## src/rtl/md_issue_stage_pkg.sv

```systemverilog
// Shared op-code and funct constants for the HI/LO multiply-divide path.
// The decoder, the issue stage and the mult/div unit all import this package.
package md_issue_stage_pkg;

    typedef enum logic [3:0] {
        MD_NONE  = 4'd0,
        MD_MTLO  = 4'd1,
        MD_MTHI  = 4'd2,
        MD_DIVU  = 4'd3,
        MD_DIV   = 4'd4,
        MD_MULTU = 4'd5,
        MD_MULT  = 4'd6,
        MD_MFLO  = 4'd7,
        MD_MFHI  = 4'd8
    } md_op_e;

    localparam logic [5:0] OPC_SPECIAL = 6'b000000;

    localparam logic [5:0] FN_MFHI  = 6'h10;
    localparam logic [5:0] FN_MTHI  = 6'h11;
    localparam logic [5:0] FN_MFLO  = 6'h12;
    localparam logic [5:0] FN_MTLO  = 6'h13;
    localparam logic [5:0] FN_MULT  = 6'h18;
    localparam logic [5:0] FN_MULTU = 6'h19;
    localparam logic [5:0] FN_DIV   = 6'h1A;
    localparam logic [5:0] FN_DIVU  = 6'h1B;

    // Ops that occupy the mult/div unit for many cycles.
    function automatic logic md_is_long(input logic [3:0] op);
        return (op >= MD_DIVU) && (op <= MD_MULT);
    endfunction

    // Ops that write HI or LO back into the GPR file.
    function automatic logic md_is_mf(input logic [3:0] op);
        return (op == MD_MFLO) || (op == MD_MFHI);
    endfunction

endpackage

```

## src/rtl/md_issue_stage_decode.sv

```systemverilog
// Pure combinational decode of the SPECIAL opcode/funct fields into a mult/div op.
// Shared with the hazard unit so both agree on what counts as a mult/div op.
module md_decode
    import md_issue_stage_pkg::*;
(
    input  logic [5:0] opcode,
    input  logic [5:0] funct,
    output logic [3:0] xaluop
);

    md_op_e op;

    always_comb begin
        op = MD_NONE;
        if (opcode == OPC_SPECIAL) begin
            unique case (funct)
                FN_MFHI:  op = MD_MFHI;
                FN_MTHI:  op = MD_MTHI;
                FN_MFLO:  op = MD_MFLO;
                FN_MTLO:  op = MD_MTLO;
                FN_MULT:  op = MD_MULT;
                FN_MULTU: op = MD_MULTU;
                FN_DIV:   op = MD_DIV;
                FN_DIVU:  op = MD_DIVU;
                default:  op = MD_NONE;
            endcase
        end
    end

    assign xaluop = op;

endmodule

```

## src/rtl/md_issue_stage.sv

```systemverilog
// D->E issue register for the HI/LO multiply-divide path, plus a wrap-around
// count of long-latency ops that reached E.
module md_issue_stage
    import md_issue_stage_pkg::*;
#(
    parameter int CNT_W = 32
) (
    input  logic             clk,
    input  logic             reset,
    input  logic [31:0]      instr_d,
    input  logic [31:0]      rs_val_d,
    input  logic [31:0]      rt_val_d,
    input  logic             stall,
    input  logic             flush_e,
    output logic [3:0]       xaluop_d,
    output logic [3:0]       xaluop_e,
    output logic [31:0]      numa_e,
    output logic [31:0]      numb_e,
    output logic [4:0]       md_rd_e,
    output logic             md_wen_e,
    output logic [CNT_W-1:0] md_issue_cnt
);

    logic       bubble;
    logic       md_wen_e_next;
    logic [4:0] md_rd_e_next;
    logic       unused_instr_bits;

    md_decode u_decode (
        .opcode (instr_d[31:26]),
        .funct  (instr_d[5:0]),
        .xaluop (xaluop_d)
    );

    // rs/rt/shamt fields are consumed upstream as forwarded values.
    assign unused_instr_bits = ^{instr_d[25:16], instr_d[10:6]};

    assign bubble        = stall | flush_e;
    assign md_wen_e_next = md_is_mf(xaluop_d);
    assign md_rd_e_next  = md_wen_e_next ? instr_d[15:11] : 5'd0;

    // A stalled D instruction is re-presented, so a bubble here never loses it
    // and never lets the mult/div unit see the same op twice.
    always_ff @(posedge clk or posedge reset) begin
        if (reset) begin
            xaluop_e <= MD_NONE;
            numa_e   <= '0;
            numb_e   <= '0;
            md_rd_e  <= '0;
            md_wen_e <= 1'b0;
        end else if (bubble) begin
            xaluop_e <= MD_NONE;
            numa_e   <= '0;
            numb_e   <= '0;
            md_rd_e  <= '0;
            md_wen_e <= 1'b0;
        end else begin
            xaluop_e <= xaluop_d;
            numa_e   <= rs_val_d;
            numb_e   <= rt_val_d;
            md_rd_e  <= md_rd_e_next;
            md_wen_e <= md_wen_e_next;
        end
    end

    always_ff @(posedge clk or posedge reset) begin
        if (reset)
            md_issue_cnt <= '0;
        else if (!bubble && md_is_long(xaluop_d))
            md_issue_cnt <= md_issue_cnt + 1'b1;
    end

endmodule
```

## config.mk

```make
export PLATFORM = sky130hd
export DESIGN_NAME = md_issue_stage
export DESIGN_NICKNAME = d
export VERILOG_FILES = /design/src/rtl/md_issue_stage_pkg.sv /design/src/rtl/md_issue_stage_decode.sv /design/src/rtl/md_issue_stage.sv
export SDC_FILE = /design/constraint.sdc
export NUM_CORES = 1
export LEC_CHECK = 0
export BUFFER_PORTS_ARGS = -buffer_cell sky130_fd_sc_hd__buf_2
export CORE_ASPECT_RATIO = 1.1
export CORE_MARGIN = 2
export CORE_UTILIZATION = 35
export CTS_BUF_LIST = sky130_fd_sc_hd__clkbuf_16
export CTS_CLUSTER_SIZE = 30
export DETAILED_ROUTE_END_ITERATION = 16
export GPL_ROUTABILITY_DRIVEN = 0
export PLACE_DENSITY = 0.62
export RECOVER_POWER = 25
export REMOVE_ABC_BUFFERS = 1
export SETUP_SLACK_MARGIN = 0.15
export SLEW_MARGIN = 20
export SYNTH_ARGS = -nofsm -noshare
export SYNTH_HDL_FRONTEND = slang
export SYNTH_HIERARCHICAL = 1
export SYNTH_SLANG_ARGS = --single-unit
export TNS_END_PERCENT = 5
```

## constraint.sdc

```tcl
create_clock -name clk -period 3.5 [get_ports clk]
set_clock_uncertainty 0.15 [all_clocks]
set_input_delay 0.175 -clock clk [delete_from_list [all_inputs] [get_ports clk]]
set_output_delay 0.175 -clock clk [all_outputs]
set_load 0.01 [all_outputs]
```

==> reports/metrics.cfg <==
[global_routing]
grt_pass1_wl_um = 16400
overflow = 0
antenna_found_initial = 0
grt_use_total_pct = 17.3
grt_pass1_vias = 3369
grt_max_degree = 84

[clock_network]
cts.reportedPaths.clkPinSlew_ns = 0.07
cts_buffers = 9
clk_path_buf_depth = 2
cts_htree_levels = 3
cts_sinks = 106
cts_resized = 0
root_buffer = clkbuf_16
cts_tree = yes
clock_latency_ns = 0.34

[floorplan]
die_w_um = 105
initial_core_util_pct = 36.1
io_pins = 210
row_count = 40
core_area_mm2 = 0.0110
die-area_mm2 = 0.0122
die_y_um = 116

[critical_path]
rrSetupSlack_ns = 1.61
timing_worst_setup_path_type = in -> reg
r2r_start = md_issue_cnt[5]$_DFFE_PP0P_
rr_worst_depth = 5
critPathRequiredTime_ns = 3.58
crit_fanout = 6
cp_slowest_stage_delay_ns = 0.60
r2r-end = md_issue_cnt[30]$_DFFE_PP0P_
crit_chain = buf_2 -> or3b_1 -> nor3_1 -> and3b_1 -> o2111ai_2 -> nor3_2 -> nand4_1 -> xnor2_1
start_kind = input pin
arrival_ns = 2.58
slowest_stage = nor3_1
worstSetupEndpointType = flop

[detailed_routing]
viasPerCell = 4.44
drt-wirelength-per-cell_um = 13.8
drt_pass1_iterations = 4
vias = 3204
drt_iter0_drc = 93
drt_wl_total_um = 9960
drc_errors = 0
final_antenna_net_count = 0

[finish]
nNetsFinal = 675
final_cells = 722
num_antenna_cells = 0
drive_gt1_share_pct = 36.9
syn2layout_area_growth_pct = 54.1
fin_area_mm2 = 0.00610
utilization_pct = 55.7

[pwr]
cellPowerDensity_mw_per_mm2 = 405
p_leak_nw = 3.24
ir_drop_mv = 0.272

[yosys]
synth_edf_count = 0
avgSynthCellArea_um2 = 13.3
yosysUniqueCellTypes = 31
yosys_register_bits = 106
synth.yosys.seq_area_share_pct = 67.0
synth_top_area_share_pct = 67.0
synth_common_cells = 106 x dfrtp_1, 76 x and2_1, 28 x xnor2_1, 17 x nand2_1, 10 x nand3_1
async_reset_ff_share_pct = 100
syn_inst = 298
yosys_warnings = 6
netlist_area_mm2 = 0.00396
synth_largest_area_cell = dfrtp_1
synth_top_flop_cell = dfrtp_1
synth.most_common_cell = dfrtp_1
synth_top_cells_by_area = dfrtp_1 67%, and2_1 12%, xnor2_1 6.2%

[run]
cap_violations = 1

[hold_path]
hold_class = in -> reg
hold_start = stall
hold_path_depth = 3
hold-path-endpoint = md_wen_e$_DFF_PP0_

[place]
dp_slack_ns = 0.610
dp.final_hpwl_um = 6620
place_inst = 637
portBuffers = 194
place_area_mm2 = 0.00513

[sta]
finalSetupTns_ns = 0
setup_slack_ns = 0.999
rsz0062_at_grt = false
setup-violations-final = 0
finalCriticalPeriod_ns = 2.50
worst_slew_pin_slew_ns = 2.17
relSlewSlack_pct = -44.7
finalCritPeriodShare_pct = 71.4
hold_viol_final = 0
drv_slew = 69
fmax_ghz = 0.400

[status]
status = complete, but fails checks
violations = capacitance limit, slew limit

sequential cells by signal, indices dropped and copies added, names as in the netlist:
register and cells:
xaluop_e 4, numa_e 32, md_rd_e 5, md_wen_e 1, numb_e 32, md_issue_cnt 32
worst max path at each step:
stage                                   endpoint         from  slack, ns  depth (start not counted)
floorplan            md_issue_cnt[0]$_DFFE_PP0P_        reset       0.39                          1
global placement    md_issue_cnt[31]$_DFFE_PP0P_  instr_d[29]       0.68                          9
detailed placement  md_issue_cnt[31]$_DFFE_PP0P_   instr_d[2]       0.61                          8
CTS                 md_issue_cnt[31]$_DFFE_PP0P_   instr_d[2]       1.00                          8
global route        md_issue_cnt[14]$_DFFE_PP0P_   instr_d[2]       0.74                          8
finish              md_issue_cnt[31]$_DFFE_PP0P_   instr_d[2]        1.0                          8
stage by stage:
step	hold slack, ns	power (mW)
6_report	0.0723	2.47
5_1_grt	0.0758	2.58
4_1_cts	0.0599	2.51
3_5_place_dp	0.234	1.44
3_3_place_gp	0.231	1.44
2_1_floorplan	0.154	1.35
what timing repair did:
action                    CTS  global route
hold endpoints to repair  150             0
hold buffers               70             0
setup buffers               0             0
metal layers:
metal | up-vias | routed length [µm] | share of wire, % | global-route usage [%]
li1 | 1504 | - | - | -
met5 | - | 0 | 0 | 0
met2 | 138 | 4880 | 49 | 28.8
met1 | 1539 | 3890 | 39 | 19.9
met3 | 23 | 898 | 9.0 | 5.79
met4 | 0 | 291 | 2.9 | 8.98
area by class of cell:
cell class / count / area [µm²]
Tap cell: 147 / 184
Clock buffer: 9 / 225
Multi-Input combinational cell: 180 / 1260
Timing Repair Buffer: 269 / 1690
Sequential cell: 106 / 2650
Clock inverter: 6 / 66.3
Inverter: 5 / 23.8
Fill cell: 918 / 4860
cells in the final DEF (no fill, tap or decap), types with 2 or more instances in the layout:
cell,n
nor3_1,4
inv_6,3
a21boi_2,2
nand2_1,17
and4_1,2
xnor2_1,28
ha_1,4
dfrtp_1,106
and2_1,33
buf_4,4
buf_2,179
nor2_1,6
nor3_2,2
dlygate4sd3_1,70
xor2_1,4
nand3_1,10
inv_1,4
and3_1,5
and2_0,43
clkinvlp_4,2
clkbuf_16,9
nand4_1,5
clkbuf_1,16
critical path, delay by kind of cell:
kind | cells | cell delay [ns]
AOI/OAI and AO/OA | 1 | 0.23
xor gates and xnor gates | 1 | 0.15
buffers and inverters | 1 | 0.09
and+or+nand+nor | 5 | 1.94
power breakdown:
group	internal, mW	leakage [nW]	switching, mW
clock	0.553	0.136	0.440
sequential	1.25	1.45	0.00735
combinational	0.121	1.65	0.0990
total	1.93	3.24	0.546
cell families (layout without fill, tap and decap cells):
group	Yosys count	count (layout)	share of synthesized area, %
AND/OR/NAND/NOR	138	138	21.7
flip-flops	106	106	67.0
XOR/XNOR	32	32	7.08
buffers and inverters	12	289	1.14
AO/OA/AOI/OAI	5	5	1.55
adder cells (fa/ha/maj)	4	4	1.26
multiplexers	1	1	0.253
(Power assumes the default switching activity.)
